<file path="src/rtl/picosoc_mem_arbiter.sv">
// Two-master arbiter in front of a single-port synchronous-read word memory.
// Fixed priority (m0 first) by default; define MEMARB_ROUND_ROBIN_EN for round-robin tie-breaking.
module picosoc_mem_arbiter #(
  parameter int ADDR_WIDTH = 5
) (
  input  logic                  clk,
  input  logic                  resetn,
  input  logic                  m0_valid,
  input  logic [31:0]           m0_addr,
  input  logic [31:0]           m0_wdata,
  input  logic [3:0]            m0_wstrb,
  output logic                  m0_ready,
  output logic [31:0]           m0_rdata,
  input  logic                  m1_valid,
  input  logic [31:0]           m1_addr,
  input  logic [31:0]           m1_wdata,
  input  logic [3:0]            m1_wstrb,
  output logic                  m1_ready,
  output logic [31:0]           m1_rdata,
  output logic [3:0]            mem_wen,
  output logic [ADDR_WIDTH-1:0] mem_addr,
  output logic [31:0]           mem_wdata,
  input  logic [31:0]           mem_rdata,
  output logic [1:0]            grant
);

  typedef enum logic [1:0] {IDLE, ACCESS, RESP} state_t;

  state_t                state;
  state_t                state_next;
  logic                  owner;
  logic                  sel;
  logic                  start;
  logic [ADDR_WIDTH-1:0] cap_addr;
  logic [31:0]           cap_wdata;
  logic [3:0]            cap_wstrb;

  // Byte offset and bits above the memory window are deliberately dropped (addresses alias).
  logic unused_addr_bits;
  assign unused_addr_bits = ^{m0_addr[31:ADDR_WIDTH+2], m0_addr[1:0],
                              m1_addr[31:ADDR_WIDTH+2], m1_addr[1:0]};

  assign start = (state == IDLE) && (m0_valid || m1_valid);

`ifdef MEMARB_ROUND_ROBIN_EN
  logic last_grant;

  always_comb begin
    if (m0_valid && m1_valid) sel = ~last_grant;
    else                      sel = ~m0_valid;
  end

  // Resets to m1 so that m0 wins the very first tie.
  always_ff @(posedge clk or negedge resetn) begin
    if (!resetn)    last_grant <= 1'b1;
    else if (start) last_grant <= sel;
  end
`else
  always_comb begin
    sel = ~m0_valid;
  end
`endif

  always_ff @(posedge clk or negedge resetn) begin
    if (!resetn) state <= IDLE;
    else         state <= state_next;
  end

  always_comb begin
    state_next = state;
    case (state)
      IDLE:    if (start) state_next = ACCESS;
      ACCESS:  state_next = RESP;
      RESP:    state_next = IDLE;
      default: state_next = IDLE;
    endcase
  end

  always_ff @(posedge clk or negedge resetn) begin
    if (!resetn) begin
      owner     <= 1'b0;
      cap_addr  <= '0;
      cap_wdata <= '0;
      cap_wstrb <= '0;
    end else if (start) begin
      owner     <= sel;
      cap_addr  <= sel ? m1_addr[ADDR_WIDTH+1:2] : m0_addr[ADDR_WIDTH+1:2];
      cap_wdata <= sel ? m1_wdata : m0_wdata;
      cap_wstrb <= sel ? m1_wstrb : m0_wstrb;
    end
  end

  // Outputs decode from state so an async reset clears them without waiting for an edge.
  always_comb begin
    mem_wen   = 4'b0;
    mem_addr  = '0;
    mem_wdata = 32'b0;
    grant     = 2'b00;
    m0_ready  = 1'b0;
    m1_ready  = 1'b0;
    m0_rdata  = 32'b0;
    m1_rdata  = 32'b0;
    case (state)
      ACCESS: begin
        mem_wen   = cap_wstrb;
        mem_addr  = cap_addr;
        mem_wdata = cap_wdata;
        grant     = owner ? 2'b10 : 2'b01;
      end
      RESP: begin
        mem_addr = cap_addr;
        grant    = owner ? 2'b10 : 2'b01;
        m0_ready = ~owner;
        m1_ready = owner;
        if (owner) m1_rdata = mem_rdata;
        else       m0_rdata = mem_rdata;
      end
      default: ;
    endcase
  end

endmodule

</file>
<file path="config.mk">
export PLATFORM = sky130hd
export DESIGN_NAME = picosoc_mem_arbiter
export DESIGN_NICKNAME = d
export VERILOG_FILES = /design/src/rtl/picosoc_mem_arbiter.sv
export SDC_FILE = /design/constraint.sdc
export NUM_CORES = 1
export LEC_CHECK = 0
export BUFFER_PORTS_ARGS = -buffer_cell sky130_fd_sc_hd__buf_2
export CORE_AREA = 3 3 109 111
export CTS_CLUSTER_SIZE = 16
export DETAILED_ROUTE_END_ITERATION = 12
export DIE_AREA = 0 0 112 114
export GPL_ROUTABILITY_DRIVEN = 0
export PLACE_DENSITY = 0.6
export SYNTH_ARGS = -nofsm -noshare
export SYNTH_HDL_FRONTEND = slang
export SYNTH_SLANG_ARGS = --single-unit
</file>
<file path="constraint.sdc">
create_clock -name clk -period 1.6 [get_ports clk]
set_input_delay 0.16 -clock clk [delete_from_list [all_inputs] [get_ports clk]]
set_output_delay 0.16 -clock clk [all_outputs]
set_load 0.01 [all_outputs]
</file>
Word-level counts from Yosys, hierarchy flattened
Index checks and enable logic that the tools add are counted.
W data, S select, Z words.
{ "totals": {"reg_bits": 44, "latch_bits": 0, "mem_bits_rw": 0, "rom_bits": 0, "in_bits": 172, "out_inout_bits": 109, "n_memories": 0} }
{ "classes": {"add_sub_neg": 0, "multipliers": 0, "div_mod_pow": 0, "n_lt_le_gt_ge": 0, "n_eq_ne": 3, "shift": 0, "muxes": 16, "bitwise_logic": 2, "reduce_logical": 4} }
{ "ops": {"columns": ["operator", "count"], "rows": [
  ["$mux W32", 6],
  ["$mux W5", 2],
  ["$mux W4", 2],
  ["$mux W2", 3],
  ["$pmux W2 S2", 1],
  ["$eq A2 B1 Y1 const B", 1],
  ["$eq A2 B2 Y1 const B", 1],
  ["$logic_not A2 Y1", 1],
  ["$mux W1", 2],
  ["$ne A2 B2 Y1 const B", 1],
  ["$not A1 Y1", 2],
  ["$reduce_or A2 Y1", 1],
  ["$logic_and A1 B1 Y1", 1],
  ["$logic_or A1 B1 Y1", 1]
]} }

Longest topological paths before layout
Gate-level depths: netlist of the first run.
{ "depth": {"depth_word": 4, "mapped_depth": 6, "depth_no_buf": 4} }

Worst setup path after synthesis of the first run
No wires, ideal clock.
{ "synth_timing": {"kind": "register to register", "start": "register state[0]", "end": "register cap_wdata[3]", "setup_ns": 0.111, "t_arrival_ns": 1.386, "slack_ns": 0.103, "path_stages_with_launch": 7, "path_buffers": 2, "period_less_slack_ns": 1.497, "cell_sequence": "dfrtp_1 inv_1 ha_1 and2_4 buf_6 buf_8 a222oi_1"} }
{ "synth_via": {"elab_chain_cells": 2} }
{ "synth_rtl": {"columns": ["element", "line", "rtl"], "rows": [
  ["start, declared", "29", "state_t state;"],
  ["start signal, assigned", "66", "else state <= state_next;"],
  ["$logic_not A2 Y1", "43", "assign start = (state == IDLE) && (m0_valid || m1_valid);"],
  ["$logic_and A1 B1 Y1", "43", null],
  ["end signal, assigned", "88", "cap_wdata <= sel ? m1_wdata : m0_wdata;"],
  ["end, declared", "35", "logic [31:0] cap_wdata;"]
]} }
Every way passes these cells.
A chain may end at the register's enable or synchronous reset.

Worst setup path after layout of the first run
{ "layout_timing": {"start": "register state[0]", "end": "output port m0_rdata[9]"} }
{ "layout_via": {"elab_chain_cells": 2} }
{ "layout_rtl": {"columns": ["element", "line", "rtl"], "rows": [
  ["$eq A2 B2 Y1", "103", "case (state)"],
  ["$mux W32", "103", null],
  ["end, declared", "13", "output logic [31:0] m0_rdata,"]
]} }
Every way passes these cells.

==> impl_metrics.csv, run 1 <==
group,metric,value,unit
route,wl_per_cell,18.17,µm
final_layout,drive_above_1_share,62.89,%
synthesis,synth_cell_types,21,
global_routing,antenna_found_initial,3,
sta,skew,0.006413,ns
worst_setup_path,start_kind,"flip-flop",
worst_setup_path,worstSetupPathType,"flip-flop to output port",
worst_setup_path,crit_slowest_cell,"dfrtp_1",
synthesis,yosysSeqAreaShare,35.58,%
outcome,violations,"setup timing",
clock_tree,clockRootBuffer,"clkbuf_8",
sta,clock.fmax,542.4,MHz
sta,drv_slew,0,
route,drc_errors,0,
route,antenna_left,0,
worst_setup_path,crit_path_max_incr_delay,0.41,ns
sta,grt_setup_unrepaired,"yes",
route,drt-initial-drc-count,420,
placement,postPlaceCellArea,4447,µm²
clock_tree,htree_levels,2,
clock_tree,insertion_delay,0.29,ns
final_layout,layout_commonest_cell,"buf_2",
synthesis,syn_area,3094,µm²
sta,maxSlewHeadroom,63.13,%
die,dieArea,12770,µm²
global_routing,grt_usage,18.37,%
synthesis,synth.net_count,542,
worst_setup_path,cp_common_cell,"buf_6",
sta,setup_ws,-0.2437,ns
route,drt_first_pass_iters,8,
die,initial_utilization,28.42,%
sta,fin_crit,1.844,ns
global_routing,grt_pass1_vias,3628,
run,drv_cap,0,
die,die_h,114,µm
clock_tree,cts-buffers-inserted,5,
final_layout,multi_input_area,1913,µm²
die,rows,38,
worst_setup_path,rrSetupSlack,0.01,ns
final_layout,postLayoutCellArea,5902,µm²
clock_tree,cts_sinks,44,
worst_setup_path,end_kind,"output port",
global_routing,grt_pass1_wl,18860,µm
synthesis,ys_warn_count,0,
worst_setup_path,crit_path_cell_trace,"inv_2, buf_6, ha_4, nor2b_4, buf_6, and2_1, buf_2",
final_layout,syn_to_final_growth,90.74,%
route,num_vias,3651,
global_routing,grt_max_degree,27,
worst_setup_path,crit_fanout,7,
placement,portBuffers,226,
synthesis,syn_inst,364,
pwr,powerDensity,1658,nW/µm²
outcome,status,"finished with violations",
global_routing,overflow,0,
min_path,hold_class,"input pin to flip-flop",
sta,finalHoldViolCount,0,
clock_tree,clk_pin_slew,0.09,ns
die,die_x,112,µm
worst_setup_path,arrival,1.68,ns
placement,pre_cts_ws,-0.1138,ns
final_layout,nNetsFinal,787,
sta,setup_viol,103,
pwr,power,9.784,mW
worst_setup_path,crit_required,1.44,ns
die,core,10890,µm²
clock_tree,clockBufferDepth,2,
route,drt-vias-per-instance,4.855,
clock_tree,cts_tree,"yes",
placement,dp_hpwl,8225,µm
sta,tightest_slew,0.5530,ns
sta,timing.final.crit_share,115.2,%
die,io_pins,281,
final_layout,layout_common_cells,"buf_2, buf_6, inv_1",
pwr,vdd_ir_drop_max,831.5,µV
final_layout,layout.area.seq,1101,µm²
final_layout,fillers,937,
synthesis,yosys_register_bits,44,
pwr,power.leakage,3.177,nW
route,routed_wl,13670,µm
synthesis,syn_area_per_cell,8.501,µm²
==> synthesized netlist by cell type, drive strengths merged <==
library cell	count	area, µm²
and3	32	200.2
nor3b	1	7.510
buf	13	111.4
and2b	1	10.01
o21ai	1	5.000
clkbuf	17	63.81
inv	83	311.6
nor2	1	3.750
mux2	2	22.52
dfrtp	44	1101
a21oi	1	5.000
nor2b	43	269.0
ha	6	75.07
a222oi	40	400.4
and3b	1	10.01
a211oi	1	7.510
and4bb	1	12.51
and2	76	478.0
==> power by group <==
group	switching (mW)	internal [mW]	total, mW
combinational	3.03	4.13	7.16
clock	0.370	0.298	0.668
sequential	0.302	1.66	1.96
total	3.70	6.08	9.78
==> kinds of logic (layout without fill, tap and decap cells) <==
logic type                 Yosys count  in the layout  share of synthesized area (%)
muxes                                2              2                         0.7278
AOI/OAI and AO/OA                   43             43                          13.51
and+or+nand+nor                    156            157                          32.03
buffers and inverters              113            357                          15.73
other                                0              3                              0
DFF                                 44             44                          35.58
adders and majority gates            6              6                          2.426
==> per-stage QoR <==
step           TNS, ns  util, %  std cells  hold slack, ns
2_1_floorplan        0        -        364         -0.1356
3_3_place_gp    -1.499    40.84        718          0.1748
3_5_place_dp    -3.773    40.84        718          0.1773
4_1_cts         -12.30    47.00        737          0.1059
5_1_grt         -19.91    54.21        752          0.1088
6_report        -13.55    54.21        752          0.1226
==> per-layer routing <==
metal  up-vias  track usage (%)  routed length (µm)
li1       1685                -                   -
met1      1765            21.41                5294
met2       186            33.85                7231
met3        15            3.077                 863
met4         0            6.731                 278
met5         -                0                   0
==> critical path, delay by kind of cell (launching register included) <==
family	cells	cell delay, ns
flip-flops	1	0.41
adder cells (fa/ha/maj)	1	0.14
AND/OR/NAND/NOR	2	0.37
buffers and inverters	4	0.47
==> final cells by class <==
class	count	area share [%]
tap	140	2.968
inverter	83	5.279
multi-input combinational	208	32.41
clock inverter	1	0.08480
antenna	3	0.1272
clock buffer	6	1.230
timing repair buffer	267	39.24
sequential	44	18.66
==> sequential cells by signal (all words and copies together), names as in the netlist <==
register / cells
state: 2
owner: 1
cap_wstrb: 4
cap_wdata: 32
cap_addr: 5
==> final timing paths <==
path,startpoint,endpoint,depth (start not counted)
worst min register to register,cap_wstrb[2],cap_wstrb[2],2
max in group asynchronous,resetn,cap_wdata[23],3
worst max register to register,state[0],cap_addr[2],6
worst min-delay path,m0_wdata[5],cap_wdata[5],3
worst max-delay path,state[0],m0_rdata[9],7
min in group asynchronous,resetn,cap_wdata[14],2
==> repair_timing <==
action                                  in CTS  in global routing
gates resized for setup                    100                133
gates cloned                                 7                  5
endpoints found under the setup margin     149                151
pin swaps                                   32                 14
hold buffers                                 1                  0
setup buffers                                4                 10
hold endpoints to repair                    20                  0
Power figures use the tool's default switching activity.
==> run 2: changes to the inputs <==
--- a/config.mk
+++ b/config.mk
@@ -6,12 +6,13 @@
 export NUM_CORES = 1
 export LEC_CHECK = 0
 export BUFFER_PORTS_ARGS = -buffer_cell sky130_fd_sc_hd__buf_2
+export CAP_MARGIN = 20
 export CORE_AREA = 3 3 109 111
 export CTS_CLUSTER_SIZE = 16
 export DETAILED_ROUTE_END_ITERATION = 12
 export DIE_AREA = 0 0 112 114
 export GPL_ROUTABILITY_DRIVEN = 0
-export PLACE_DENSITY = 0.6
+export PLACE_DENSITY = 0.62
 export SYNTH_ARGS = -nofsm -noshare
 export SYNTH_HDL_FRONTEND = slang
 export SYNTH_SLANG_ARGS = --single-unit
==> constraint.sdc (replaced) <==
create_clock -name clk -period 1.5 [get_ports clk]
set_input_delay 0.15 -clock clk [delete_from_list [all_inputs] [get_ports clk]]
set_output_delay 0.15 -clock clk [all_outputs]
set_load 0.01 [all_outputs]
==> impl_metrics.csv, run 2 (synthesis results as in run 1) <==
group,metric,value,unit
route,drt-vias-per-instance,4.722,
clock_tree,cts_sinks,44,
route,drc_errors,0,
route,drt-initial-drc-count,351,
worst_setup_path,cpLargestDelayFamily,"buffers and inverters",
worst_setup_path,crit_path_cell_trace,"buf_6, ha_4, nor2b_4, buf_6, and2_1, buf_2",
sta,finalHoldViolCount,0,
route,drt_first_pass_iters,6,
sta,grt_setup_unrepaired,"yes",
route,num_vias,3504,
die,rows,38,
sta,setup_viol,116,
worst_setup_path,crit_buf_inv,3,
clock_tree,insertion_delay,0.29,ns
global_routing,overflow,0,
worst_setup_path,crit_required,1.35,ns
clock_tree,clk_pin_slew,0.09,ns
final_layout,layout.area.seq,1101,µm²
die,dieArea,12770,µm²
worst_setup_path,crit_start,"state[1]",
pwr,powerDensity,1747,nW/µm²
global_routing,antenna_found_initial,3,
worst_setup_path,rr_startpoint,"state[0]",
die,initial_utilization,28.42,%
die,io_pins,281,
worst_setup_path,crit_fanout,8,
min_path,hold_class,"input pin to flip-flop",
worst_setup_path,end_kind,"output port",
final_layout,fin_cells,742,
final_layout,syn_to_final_growth,71.45,%
outcome,violations,"setup timing",
min_path,min_from,"m0_wdata[27]",
final_layout,largestRegisters,"cap_wdata x32, cap_addr x5, cap_wstrb x4",
worst_setup_path,crit_slowest_cell,"dfrtp_1",
placement,postPlaceCellArea,4459,µm²
placement,dp_hpwl,8082,µm
worst_setup_path,rrSetupSlack,-0.06,ns
clock_tree,cts-buffers-inserted,5,
clock_tree,clockBufferDepth,2,
route,antenna_left,0,
worst_setup_path,worstSetupPathType,"flip-flop to output port",
final_layout,multi_input_area,1719,µm²
sta,tightest_slew,0.5803,ns
final_layout,layout_commonest_cell,"buf_2",
worst_setup_path,arrival,1.57,ns
final_layout,layout_common_cells,"buf_2, inv_1, buf_6",
clock_tree,cts_tree,"yes",
pwr,power.leakage,3.105,nW
final_layout,drive_above_1_share,55.26,%
final_layout,top_register,"cap_wdata",
worst_setup_path,reg2regPathDepth,6,
worst_setup_path,crit_path_max_incr_delay,0.40,ns
outcome,status,"finished with violations",
die,core,10890,µm²
global_routing,grt_pass1_wl,17790,µm
sta,maxSlewHeadroom,61.31,%
sta,timing.final.crit_share,114.9,%
worst_setup_path,cp_common_cell,"buf_6",
worst_setup_path,r2r-end,"cap_wdata[5]",
sta,setup_ws,-0.2236,ns
route,wl_per_cell,15.76,µm
min_path,holdPathStages,3,
clock_tree,clockRootBuffer,"clkbuf_8",
clock_tree,htree_levels,2,
die,die_h,114,µm
run,drv_cap,0,
min_path,holdPathEnd,"cap_wdata[27]",
pwr,power,9.270,mW
placement,portBuffers,226,
sta,skew,0.01024,ns
global_routing,grt_usage,17.21,%
final_layout,postLayoutCellArea,5305,µm²
placement,placed_cells,718,
final_layout,nNetsFinal,776,
route,wl_met2,5809,µm
final_layout,fillers,1014,
route,met1_length,4513,µm
route,maxUsedRoutingLayer,"met4",
sta,drv_slew,0,
die,die_x,112,µm
route,route.met3.wl,952,µm
global_routing,grt_max_degree,45,
pwr,vdd_ir_drop_max,722.2,µV
worst_setup_path,start_kind,"flip-flop",
sta,fin_crit,1.724,ns
sta,clock.fmax,580.2,MHz
route,routed_wl,11690,µm
global_routing,grt_pass1_vias,3542,
final_layout,largest_reg_flops,32,
[run 2: worst reg2reg max path, delay by kind of cell, from the launching register on]
family / cells / cell delay [ns]
flip-flops: 1 / 0.39
AO/OA/AOI/OAI: 2 / 0.36
adder cells (fa/ha/maj): 1 / 0.26
buffers and inverters: 3 / 0.44
[run 2: stage by stage]
| step | worst slack [ns] | util (%) | hold slack [ns] | TNS (ns) |
|---|---|---|---|---|
| final | -0.2236 | 48.72 | 0.1059 | -17.59 |
| after global routing | -0.2961 | 48.72 | 0.09723 | -29.96 |
| after CTS | -0.2534 | 46.76 | 0.09204 | -24.14 |
| after detailed placement | -0.2219 | 40.96 | 0.2811 | -7.933 |
| after global placement | -0.1833 | 40.96 | 0.2833 | -5.718 |
| after floorplan | 0.003056 | - | -0.1456 | 0 |
[run 2: what timing repair did]
action / 4_1_cts / 5_1_grt
setup endpoints to repair: 152 / 152
cloned: 6 / 0
hold buffers: 1 / 0
endpoints found under the hold margin: 44 / 0
resized for setup: 94 / 50
buffers inserted: 6 / 2
pin swaps: 23 / 11
[run 2: layer usage]
| metal | global-route usage [%] | vias to the layer above |
|---|---|---|
| met1 | 19.63 | 1627 |
| met3 | 3.395 | 26 |
| met5 | 0 | - |
| li1 | - | 1660 |
| met2 | 31.45 | 191 |
| met4 | 7.131 | 0 |
[run 2: report_power, final]
group / leakage [nW] / internal [mW] / total [mW] / switching, mW
clock network: 0.0455 / 0.377 / 0.776 / 0.399
registers: 0.484 / 1.77 / 2.09 / 0.321
logic: 2.58 / 3.58 / 6.41 / 2.83
[run 2: layout make-up]
class,instances,share of cell area [%]
diodes,3,0.1415
multi-input cells,208,32.41
repair buffers,256,35.83
well taps,140,3.302
flip-flops and latches,44,20.75
inverters,83,5.873
clock buffers,8,1.698
[run 2: worst max-delay path by stage]
stage / endpoint / slack, ns / cells after the start
after floorplan: cap_wdata[3] / 0.003 / 6
after global placement: state[0] / -0.18 / 4
after detailed placement: cap_wdata[19] / -0.22 / 4
after CTS: m0_rdata[15] / -0.25 / 6
after global routing: m0_rdata[9] / -0.30 / 6
final: m0_rdata[12] / -0.22 / 6
